File: config.mk
export PLATFORM = sky130hd
export DESIGN_NAME = axis_frame_source
export DESIGN_NICKNAME = d
export VERILOG_FILES = /design/src/rtl/axis_pkg.sv /design/src/rtl/lfsr16.sv /design/src/rtl/axis_frame_source.sv
export SDC_FILE = /design/constraint.sdc
export NUM_CORES = 1
export LEC_CHECK = 0
export ABC_CLOCK_PERIOD_IN_PS = 2900
export BUFFER_PORTS_ARGS = -buffer_cell sky130_fd_sc_hd__buf_4
export CAP_MARGIN = 40
export CORE_UTILIZATION = 40
export DETAILED_ROUTE_END_ITERATION = 10
export PLACE_DENSITY = 0.67
export SLEW_MARGIN = 20
export SYNTH_ARGS = -nofsm -noshare
export SYNTH_HDL_FRONTEND = slang
export SYNTH_HIERARCHICAL = 1
export SYNTH_SLANG_ARGS = --single-unit
File: constraint.sdc
create_clock -name ACLK -period 2.9 [get_ports ACLK]
set_input_delay 0.29 -clock ACLK [delete_from_list [all_inputs] [get_ports ACLK]]
set_output_delay 0.29 -clock ACLK [all_outputs]
set_load 0.02 [all_outputs]
File: src/rtl/axis_pkg.sv
// ---------------------------------------------------------------------------
// axis_pkg
// Shared definitions for the AXI-Stream frame source, the max-finder receiver
// and their benches.
//   STREAM_WIDTH_DEFAULT / DATA_BITS_DEFAULT : default TDATA and sample widths
//   LFSR_TAPS / LFSR_SEED_DEFAULT            : 16-bit Galois LFSR definition
//   axis_state_t                             : frame FSM state encoding
//   lfsr_step()                              : one Galois right-shift step
// ---------------------------------------------------------------------------
package axis_pkg;

    localparam int STREAM_WIDTH_DEFAULT = 32;
    localparam int DATA_BITS_DEFAULT    = 16;

    localparam logic [15:0] LFSR_TAPS         = 16'hB400;
    localparam logic [15:0] LFSR_SEED_DEFAULT = 16'h0001;

    typedef enum logic [1:0] {
        IDLE = 2'd0,
        SEND = 2'd1,
        DONE = 2'd2
    } axis_state_t;

    // Galois right shift: the bit falling out of the bottom folds the taps in.
    function automatic logic [15:0] lfsr_step(input logic [15:0] s);
        return (s >> 1) ^ (s[0] ? LFSR_TAPS : 16'h0000);
    endfunction

endpackage

File: src/rtl/lfsr16.sv
// ---------------------------------------------------------------------------
// lfsr16
// 16-bit Galois LFSR used as the sample generator of the frame source.
//   clk      : rising-edge clock
//   rst      : asynchronous active-high reset, returns value to 16'h0001
//   load     : load load_val (takes priority over advance)
//   load_val : seed; zero is replaced by 16'h0001
//   advance  : step the LFSR once
//   value    : current LFSR state
// ---------------------------------------------------------------------------
module lfsr16
    import axis_pkg::*;
(
    input  logic        clk,
    input  logic        rst,
    input  logic        load,
    input  logic [15:0] load_val,
    input  logic        advance,
    output logic [15:0] value
);

    // An all-zero state never leaves zero, so a zero seed is swapped for the
    // default seed instead of locking the generator up.
    always_ff @(posedge clk or posedge rst) begin
        if (rst) begin
            value <= LFSR_SEED_DEFAULT;
        end else if (load) begin
            value <= (load_val == 16'h0000) ? LFSR_SEED_DEFAULT : load_val;
        end else if (advance) begin
            value <= lfsr_step(value);
        end
    end

endmodule

File: src/rtl/axis_frame_source.sv
// ---------------------------------------------------------------------------
// axis_frame_source
// AXI-Stream transmitter emitting frames of pseudo-random samples, while
// tracking the maximum emitted word and the number of completed frames.
//   ACLK, ARESET : clock (rising edge) and async active-high reset
//   start        : request a frame (IDLE only); frame_len sampled with it
//   frame_len    : beats per frame; zero means the request is ignored
//   seed_load    : load seed into the LFSR (IDLE only, applied before start)
//   seed         : LFSR seed value
//   TDATA/TVALID/TLAST/TREADY : AXI-Stream master interface
//   busy         : high while sending and in the done cycle
//   done         : one-cycle pulse after the final handshake
//   frame_max    : maximum word emitted in the current or last frame
//   frame_count  : completed frames, wrapping
// The sample generator is a fixed 16-bit LFSR, so DATA_BITS must stay 16.
// ---------------------------------------------------------------------------
module axis_frame_source
    import axis_pkg::*;
#(
    parameter int STREAM_WIDTH = STREAM_WIDTH_DEFAULT,
    parameter int DATA_BITS    = DATA_BITS_DEFAULT,
    parameter int LEN_W        = 16,
    parameter int CNT_W        = 8
) (
    input  logic                    ACLK,
    input  logic                    ARESET,
    input  logic                    start,
    input  logic [LEN_W-1:0]        frame_len,
    input  logic                    seed_load,
    input  logic [DATA_BITS-1:0]    seed,
    output logic [STREAM_WIDTH-1:0] TDATA,
    output logic                    TVALID,
    output logic                    TLAST,
    input  logic                    TREADY,
    output logic                    busy,
    output logic                    done,
    output logic [DATA_BITS-1:0]    frame_max,
    output logic [CNT_W-1:0]        frame_count
);

    axis_state_t          state;
    logic [LEN_W-1:0]     remaining;
    logic [DATA_BITS-1:0] lfsr_value;
    logic                 handshake;
    logic                 accept_start;
    logic                 take_seed;
    logic                 last_beat;

    assign handshake    = (state == SEND) && TREADY;
    assign accept_start = (state == IDLE) && start && (frame_len != '0);
    assign take_seed    = (state == IDLE) && seed_load;
    assign last_beat    = (remaining == LEN_W'(1));

    // The seed is loaded on the same edge that accepts start, so the first
    // beat of that frame already shows the new seed.
    lfsr16 u_lfsr (
        .clk      (ACLK),
        .rst      (ARESET),
        .load     (take_seed),
        .load_val (seed),
        .advance  (handshake),
        .value    (lfsr_value)
    );

    // Frame FSM. remaining counts down to 1 and the frame ends on that beat,
    // so it never wraps even for the largest frame_len.
    always_ff @(posedge ACLK or posedge ARESET) begin
        if (ARESET) begin
            state     <= IDLE;
            remaining <= '0;
        end else begin
            case (state)
                IDLE: begin
                    if (accept_start) begin
                        remaining <= frame_len;
                        state     <= SEND;
                    end
                end
                SEND: begin
                    if (handshake) begin
                        remaining <= remaining - LEN_W'(1);
                        if (last_beat) begin
                            state <= DONE;
                        end
                    end
                end
                DONE: begin
                    state <= IDLE;
                end
                default: begin
                    state <= IDLE;
                end
            endcase
        end
    end

    // Scoreboard aids: running max of handshaked words, completed-frame count.
    always_ff @(posedge ACLK or posedge ARESET) begin
        if (ARESET) begin
            frame_max   <= '0;
            frame_count <= '0;
        end else begin
            if (accept_start) begin
                frame_max <= '0;
            end else if (handshake && (lfsr_value > frame_max)) begin
                frame_max <= lfsr_value;
            end
            if (state == DONE) begin
                frame_count <= frame_count + CNT_W'(1);
            end
        end
    end

    // Outputs decode straight from registered state so that reset clears
    // them immediately and they cannot change during a stall.
    always_comb begin
        TDATA  = '0;
        TVALID = (state == SEND);
        TLAST  = (state == SEND) && last_beat;
        busy   = (state == SEND) || (state == DONE);
        done   = (state == DONE);
        if (state == SEND) begin
            TDATA[DATA_BITS-1:0] = lfsr_value;
        end
    end

endmodule

==> reports/metrics.csv, run 1 <==
metric,value,unit
DR WL/cell,15.3,um
drt first pass iters,4,
Synth Area in XOR/XNOR,2.20,%
Clock Sinks,58,
crit start category,flip-flop,
port bufs,80,
clk slew on worst S/H paths,0.07,ns
Syn. warnings,6,
Top Ports,97,
GRT Total Usage,20.8,%
DRC,0,
"area leader, netlist",dfrtp_1,
GR Overflow Total,0,
Final period util,89.0,%
MaxCap Viol Count,0,
Antenna Nets Post-Route,0,
vias per inst,5.30,
"Cell Count, Final, Fillers Out",659,
Finished Cell Area,0.00491,mm^2
Mapped Cells,435,
Sw Ratio,45.5,%
worst-skew pair later-pin latency,0.34,ns
Final Hold Fails,0,
WP data required,2.61,ns
leakage,2.24,nW
worst reg2reg path endpoint,frame_max[1],
Worst Hold Class,input pin to asynchronous set/reset pin,
CTS tree,yes,
RSZ-0062 raised after global routing,no,
Util after Layout,50.5,%
Pwr Total,5.29,mW
Filler Cell Count,923,
Post-synth EDFFs,0,
vias in the first global route,3461,
Root Driver,clkbuf_8,
"top cells by area, synth","dfrtp_1 36%, mux2i_1 9.6%, ha_1 7.2%",
mux cell area share after synthesis,10.1,%
largest net degree at the start of global routing,34,
status,"finished, final reports clean",
Async SR Flop Fraction,100,%
Syn-to-layout area delta,23.4,%
r2r setup slk,0.48,ns
simple-gate share of the synthesized area,19.5,%
fmax,0.387,GHz
Longest Clk Path Bufs,2,
final hold slack,0.00428,ns
footprint of the multi-input gates,0.00226,mm^2
share of the synthesized area in the top cell type,35.8,%
Worst setup EP type,output pin,
Peak VDD IR,0.452,mV
nets@finish,581,
hold-fix buffers at CTS,0,
H-tree lvl count,3,
"Worst Path Class, Setup",flip-flop to output pin,
Slew Limit Fails,0,
setup violators final,0,
Final Worst Setup Slack,0.319,ns
Seq pwr share,30.3,%
syn_area_per_cell,9.15,um^2
reg2reg path depth,8,
Initial DRC Count,135,
core area,0.00973,mm^2
Synth top cells by count,"67 x nand2_1, 57 x dfrtp_1, 38 x mux2i_1",
relative slew slack,61.2,%
Least-Margin Pin Slew,0.582,ns
clk_skew,0.0101,ns
cts bufs inserted,9,
die area,0.0104,mm^2
Routability Congestion,0.900,
Placed Cells incl. Taps,643,
Net Sw Power,2.41,mW
"worst slack, placed",0.470,ns
post-CTS setup buffer count,0,
Synth Register Bits,58,
sequential area share after synthesis,36.5,%
Setup crit start,remaining[11],
post-CTS sizing,0,
DP Area,0.00470,mm^2
synth unique cells,57,
combinational power share,54.0,%
reg2reg start,u_lfsr/value[0],
P per Cell Area,1080,mW/mm^2
crit path max fanout,7,
first-pass GRT wire length,16700,um
top-count cell post-synth,nand2_1,
Compound-Gate Fraction of Synth Area,16.0,%
initial antenna violation count,0,
register area,0.00145,mm^2
Initial Util,40.9,%
hpwl dp,7650,um
Die Span X,102,um
synthesized cell area,0.00398,mm^2
die height,102,um
antenna diode count,0,
Synth Area in Adders,7.23,%
share of layout cells above drive strength 1,24.5,%
worst endpoint data arrival time,2.29,ns
via count,3493,
Clk pwr share,15.7,%
largest family of logic cells by synthesized area,simple AND/OR/NAND/NOR gates,
total negative slack,0,ns
Internal Power,2.88,mW
min Tclk post-route,2.58,ns
prevailing post-synth register cell,dfrtp_1,
drt total wl,10100,um
FP Rows,36,
power by group through the flow:
stage               clock network [mW]  registers (mW)  logic, mW
finish                           0.830            1.60       2.86
detailed placement                   0            1.61       2.85
global route                     0.869            1.66       3.18
global placement                     0            1.60       2.79
CTS                              0.845            1.60       2.87
floorplan                            0            1.59       1.92
worst max path at each step:
stage and end:
4_1_cts TLAST, 6_report TLAST, 3_5_place_dp remaining[6], 5_1_grt TLAST, 2_1_floorplan frame_max[0], 3_3_place_gp remaining[6]
layer usage:
metal / up-vias / routed length (um) / track usage [%]
met2: 149 / 4800 / 34.4
met1: 1633 / 4330 / 26.2
met5: - / 0 / 0
met4: 0 / 232 / 9.81
met3: 21 / 699 / 3.93
li1: 1690 / - / -
layout by cell type, fill, tap and decap left out, types with 5 or more instances in the layout:
cell type	n
a21oi_1	13
nand4_1	10
nand2_1	67
mux2i_1	38
a21o_1	5
buf_4	94
xor2_1	6
and2_1	16
clkbuf_8	9
conb_1	16
nor2_1	13
o21ai_0	20
ha_1	23
dfrtp_1	57
nand3_1	7
inv_1	27
nor2b_1	5
or4_1	5
o21ai_1	15
o211ai_1	6
a211oi_1	5
nor4_2	5
nor3_1	5
worst max-delay path: stages, from the launching register on:
cell and delay [ns]:
dfrtp_1 0.44, or4_1 0.58, nor4_2 0.41, nand4_1 0.21
nor2_1 0.15, buf_4 0.16
kinds of logic (layout without fill, tap and decap cells):
| kind of cell | Yosys count | in the layout |
|---|---|---|
| AND/OR/NAND/NOR | 149 | 149 |
| adder cells (fa/ha/maj) | 23 | 23 |
| AO/OA/AOI/OAI | 92 | 92 |
| XOR/XNOR | 10 | 10 |
| flip-flops | 58 | 58 |
| multiplexers | 40 | 40 |
| buffers and inverters | 62 | 138 |
| other | 1 | 16 |
area by class of cell:
type	instances	area share, %
clock buffer	9	2.52
clock inverter	7	1.91
inverter	27	2.06
multi-input combinational	330	45.9
sequential	58	29.6
tap	133	3.39
timing repair buffer	95	14.7
flip-flops by register name, summed over array words and instances (netlist names):
register      flops
u_lfsr/value     16
state             2
remaining        16
frame_max        16
frame_count       8
Power figures use the tool's default switching activity.
==> run 2, diff against run 1 <==
Settings changed: SETUP_SLACK_MARGIN set to 0.5.
==> run 2 against run 1 <==
  * Worst hold slack about the same
  * Die area stayed put
  * Cell area grew 1.2%
  * Worst setup slack better by 0.31 ns
  * Core utilization rose by 0.59 points
  * Highest routed layer unchanged
==> reports/metrics.csv, run 2 (same netlist as run 1, synthesis figures left out) <==
metric,value,unit,change
GRT Total Usage,20.9,%,+0.12 points
min Tclk post-route,2.28,ns,-0.305 ns
antenna diode count,0,,unchanged
Longest Clk Path Bufs,2,,unchanged
Antenna Nets Post-Route,0,,unchanged
Final period util,78.5,%,-11 points
drt total wl,10200,um,+1.2%
relative slew slack,61.3,%,+0.11 points
RSZ-0062 raised after global routing,no,,
die height,102,um,unchanged
crit path max fanout,7,,unchanged
Seq pwr share,30.1,%,-0.2 points
Worst setup EP type,output pin,,
CTS tree,yes,,
Filler Cell Count,913,,-1.1%
Root Driver,clkbuf_8,,
initial antenna violation count,0,,unchanged
DR WL/cell,15.4,um,+0.73%
status,"finished, final reports clean",,
worst endpoint data arrival time,1.99,ns,-0.30 ns
Die Span X,102,um,unchanged
DP Area,0.00470,mm^2,unchanged
Internal Power,2.92,mW,+1.3%
first-pass GRT wire length,16800,um,+0.67%
hpwl dp,7650,um,unchanged
clk_skew,0.0114,ns,+0.00131 ns
final hold slack,0.00465,ns,+0.000368 ns
fmax,0.439,GHz,+13%
largest net degree at the start of global routing,34,,unchanged
Syn-to-layout area delta,24.9,%,
Sw Ratio,45.6,%,+0.14 points
Initial DRC Count,125,,-7.4%
Routability Congestion,0.900,,unchanged
"commonest non-fill, non-tap cell in the layout",buf_4,,
clk slew on worst S/H paths,0.08,ns,about the same
via count,3527,,+0.97%
drt first pass iters,5,,+1
port bufs,80,,unchanged
Top Ports,97,,unchanged
Worst Hold Class,input pin to asynchronous set/reset pin,,
Clock Sinks,58,,unchanged
Peak VDD IR,0.463,mV,+2.4%
Slew Limit Fails,0,,unchanged
MaxCap Viol Count,0,,unchanged
vias in the first global route,3470,,+0.26%
Finished Cell Area,0.00497,mm^2,+1.2%
WP data required,2.61,ns,about the same
setup violators final,0,,unchanged
Initial Util,40.9,%,unchanged
leakage,2.26,nW,+0.92%
cts bufs inserted,9,,unchanged
core area,0.00973,mm^2,unchanged
worst-skew pair later-pin latency,0.34,ns,about the same
H-tree lvl count,3,,unchanged
DRC,0,,unchanged
nets@finish,584,,+0.52%
die area,0.0104,mm^2,unchanged
GR Overflow Total,0,,unchanged
vias per inst,5.33,,+0.52%
Clk pwr share,15.5,%,-0.2 points
Regs by FF count,"frame_max x16, remaining x16, u_lfsr/value x16",,
P per Cell Area,1080,mW/mm^2,+0.37%
share of layout cells above drive strength 1,25.7,%,+1.2 points
crit start category,flip-flop,,
"Worst Path Class, Setup",flip-flop to output pin,,
FP Rows,36,,unchanged
total negative slack,0,ns,unchanged
Least-Margin Pin Slew,0.580,ns,-0.00159 ns
highest-count cells in the layout ignoring fill and taps,"95 x buf_4, 67 x nand2_1, 56 x dfrtp_1",,
hold-fix buffers at CTS,0,,unchanged
Net Sw Power,2.45,mW,+1.9%
Final Hold Fails,0,,unchanged
combinational power share,54.4,%,+0.4 points
## run 2: cell types whose count changed in the layout (fill, tap and decap cells not counted), sizes merged
cell	previous run	this run
buf	95	98
## run 2: worst max-delay path, stage by stage (launching register included)
cell     delay, ns
dfrtp_2       0.45
or4_4         0.57
nor4_4        0.17
nand4_1       0.18
nor2_2        0.13
buf_4         0.15
## run 2: per-layer routing
| metal | wire length [um] | GRT usage [%] | up-vias |
|---|---|---|---|
| met1 | 4400 | 26.4 | 1654 |
| met2 | 4830 | 34.4 | 153 |
| met3 | 708 | 3.93 | 18 |
| met4 | 233 | 10.0 | 0 |
| met5 | 0 | 0 | - |
| li1 | - | - | 1702 |
## run 2: what timing repair did
action / CTS / global route
resized for setup: 3 / 5
pin swaps: 1 / 3
buffers inserted: 1 / 2
endpoints found under the setup margin: 6 / 13
## run 2: cell type report
cell class	instances	area, um^2	area share (%)
inverter	27	101	2.04
tap	133	166	3.35
multi-input combinational	330	2280	45.9
timing repair buffer	98	751	15.1
sequential	58	1450	29.2
clock inverter	7	93.8	1.89
clock buffer	9	124	2.49
## run 2: through the flow
step                utilization, %  total power, mW  setup WS [ns]  std cells
global route                  51.1             5.79          0.495        662
CTS                           50.8             5.34          0.488        660
floorplan                        -             3.51          0.511        450
detailed placement            48.3             4.46          0.470        643
finish                        51.1             5.37          0.625        662
global placement              48.1             4.39          0.502        642
## run 2: worst paths after layout
kind                              endpoint  cells after the start       startpoint  slack [ns]
max                                  TLAST                      5    remaining[11]        0.62
min                        u_lfsr/value[4]                      2           ARESET       0.005
max reg2reg                   frame_max[1]                      8  u_lfsr/value[0]        0.64
min reg2reg                 frame_count[7]                      1   frame_count[7]        0.48
max in group asynchronous    remaining[11]                      4           ARESET        2.19
min in group ACLK          u_lfsr/value[2]                      3          seed[2]        0.17
## run 2: power by group through the flow
stage	Sequential, mW	Clock [mW]	Combinational [mW]
6_report	1.62	0.833	2.92
4_1_cts	1.61	0.845	2.89
3_3_place_gp	1.60	0	2.79
5_1_grt	1.68	0.870	3.24
3_5_place_dp	1.61	0	2.85
2_1_floorplan	1.59	0	1.92
==> run 3, diff against run 2 <==
Settings changed: ABC_AREA set to 1, ABC_CLOCK_PERIOD_IN_PS 2900 to 2200, PLACE_DENSITY 0.67 to 0.66.
Clock period 2.9 ns to 2.2 ns, I/O delays scaled along.
==> run 3 against run 2 <==
  * Clock-buffer cell count rose by 2
  * Total power grew 79%
  * Sequential power rose by 30%
  * Sequential share of layout area fell by 3.8 points
  * Wire length is 19% higher
  * Combinational power increased by 110%
  * Cell count is 27% higher
  * Critical path depth up 6
  * Global-route usage increased by 1.3 points
  * First-iteration DRC count rose by 100%
  * Non-clock buffer count up 44
  * Clock power increased by 50%
  * Largest cell class unchanged
==> reports/metrics.csv, run 3 <==
metric,value,unit,change
status,"finished, final reports clean",,
cts bufs inserted,9,,unchanged
FP Rows,36,,unchanged
CTS tree,yes,,
Filler Cell Count,878,,-3.8%
drt total wl,12100,um,+19%
crit path max fanout,8,,+1
Regs by FF count,"frame_max x16, remaining x16, u_lfsr/value x16",,
sequential area share after synthesis,35.4,%,-1.1 points
"commonest non-fill, non-tap cell in the layout",nand2_1,,
WP data required,2.43,ns,-0.18 ns
via count,4277,,+21%
Slew Limit Fails,0,,unchanged
MaxCap Viol Count,0,,unchanged
GRT Total Usage,22.2,%,+1.3 points
Synth top cells by count,"171 x nand2_1, 64 x inv_1, 59 x nor2_1",,
"top cells by area, synth","dfrtp_1 35%, nand2_1 16%, ha_1 7.0%",,
register area,0.00147,mm^2,+1.2%
port bufs,80,,unchanged
Final period util,78.9,%,
Final Worst Setup Slack,0.464,ns,-0.160 ns
share of the synthesized area in the top cell type,34.8,%,-1.0 points
Worst setup EP type,flip-flop,,
Worst Hold Class,input pin to asynchronous set/reset pin,,
RSZ-0062 raised after global routing,yes,,
crit start category,flip-flop,,
Clock Sinks,58,,unchanged
vias in the first global route,3762,,+8.4%
initial antenna violation count,0,,unchanged
share of layout cells above drive strength 1,36.3,%,+11 points
die height,103,um,+1.5%
prevailing post-synth register cell,dfrtp_1,,
relative slew slack,54.2,%,-7.0 points
clk_skew,0.00697,ns,-0.00448 ns
Initial Util,41.6,%,+0.66 points
DRC,0,,unchanged
syn_area_per_cell,7.22,um^2,-21%
P per Cell Area,1660,mW/mm^2,+54%
DR WL/cell,14.4,um,-6.3%
antenna diode count,0,,unchanged
leakage,2.97,nW,+32%
footprint of the multi-input gates,0.00242,mm^2,+6.1%
first-pass GRT wire length,18100,um,+8.1%
worst endpoint data arrival time,1.96,ns,-0.03 ns
reg2reg start,frame_max[5],,
hpwl dp,8150,um,+6.6%
Least-Margin Pin Slew,0.686,ns,+0.105 ns
r2r setup slk,0.46,ns,-0.18 ns
Top Ports,97,,unchanged
Die Span X,103,um,+1.5%
highest-count cells in the layout ignoring fill and taps,"163 x nand2_1, 125 x buf_4, 52 x inv_1",,
largest net degree at the start of global routing,33,,-2.9%
Longest Clk Path Bufs,2,,unchanged
top-count cell post-synth,nand2_1,,
nets@finish,763,,+31%
Initial DRC Count,254,,+100%
H-tree lvl count,3,,unchanged
Setup crit start,frame_max[5],,
Async SR Flop Fraction,100,%,unchanged
"area leader, netlist",dfrtp_1,,
Synth Register Bits,58,,unchanged
fmax,0.576,GHz,
synthesized cell area,0.00410,mm^2,+3.0%
vias per inst,5.09,,-4.5%
core area,0.00986,mm^2,+1.4%
die area,0.0107,mm^2,+3.0%
Root Driver,clkbuf_8,,
"Worst Path Class, Setup",flip-flop to flip-flop,,
"worst slack, placed",-0.0432,ns,-0.513 ns
synth unique cells,37,,-35%
Routability Congestion,0.898,,-0.23%
reg2reg path depth,11,,+3
Pwr Total,9.62,mW,+79%
Post-synth EDFFs,0,,unchanged
clk slew on worst S/H paths,0.07,ns,about the same
final hold slack,0.00513,ns,+0.000482 ns
Syn-to-layout area delta,41.1,%,
Syn. warnings,6,,unchanged
setup violators final,0,,unchanged
drt first pass iters,5,,unchanged
Peak VDD IR,0.515,mV,+11%
Final Hold Fails,0,,unchanged
Antenna Nets Post-Route,0,,unchanged
Mapped Cells,568,,+31%
min Tclk post-route,1.74,ns,
worst-skew pair later-pin latency,0.34,ns,about the same
GR Overflow Total,0,,unchanged
-- run 3: worst paths after layout --
| kind | end |
|---|---|
| setup reg to reg | frame_max[5] |
| max in group asynchronous | remaining[6] |
| hold reg to reg | frame_count[7] |
| setup / recovery | frame_max[5] |
| min in group ACLK | u_lfsr/value[8] |
| hold / removal | u_lfsr/value[3] |
-- run 3: where the power goes --
part	total [mW]	switching [mW]	internal, mW
clock	1.25	0.442	0.811
sequential	2.10	0.504	1.60
combinational	6.27	3.51	2.76
total	9.62	4.46	5.16
-- run 3: layout make-up --
class	count	share of cell area [%]
Multi-Input combinational cell	423	41.9
Sequential cell	58	25.4
Timing Repair Buffer	142	20.6
Inverter	68	4.82
Tap cell	133	2.88
Clock buffer	11	2.62
Clock inverter	5	1.73
Timing Repair inverter	1	0.108
-- run 3: repair_timing --
action                     CTS  global route
gates resized for setup     24            53
pin swaps                    5            31
cloned                       1             4
buffers inserted            15            21
setup endpoints to repair   62            67
hold buffers                 0             0
-- run 3: kinds of logic (layout without fill, tap and decap cells) --
logic type	after synthesis	in the layout	synth area share [%]
other	1	16	0.0914
DFF	58	58	35.4
xor gates and xnor gates	9	9	1.92
and+or+nand+nor	319	320	34.1
buffers and inverters	103	227	12.4
AOI/OAI and AO/OA	54	54	8.76
adders and majority gates	23	23	7.02
muxes	1	1	0.275
-- run 3: critical path, stage by stage (launching register included) --
cell and delay [ns]:
dfrtp_2 0.41, inv_1 0.10, ha_4 0.21, a21oi_1 0.15
nor2_1 0.06, nor2_1 0.12, nand2_1 0.08, nand2_2 0.09
nand2_4 0.09, clkbuf_16 0.18, nand4_1 0.07, nand2_1 0.06
-- run 3: per-stage QoR --
stage | util (%) | setup TNS, ns | cell area, um^2 | instances
6_report | 58.7 | 0 | 5790 | 841
5_1_grt | 58.7 | 0 | 5790 | 841
4_1_cts | 54.4 | 0 | 5370 | 816
3_5_place_dp | 49.5 | -0.556 | 4880 | 784
3_3_place_gp | 49.5 | -0.0307 | 4880 | 784
2_1_floorplan | - | 0 | 4200 | 583
-- run 3: metal layers --
metal	global-route usage [%]	routed length, um	vias to the layer above
met5	0	0	-
met4	9.97	231	0
met3	3.16	744	24
met2	34.0	5720	191
met1	31.3	5430	2017
li1	-	-	2045
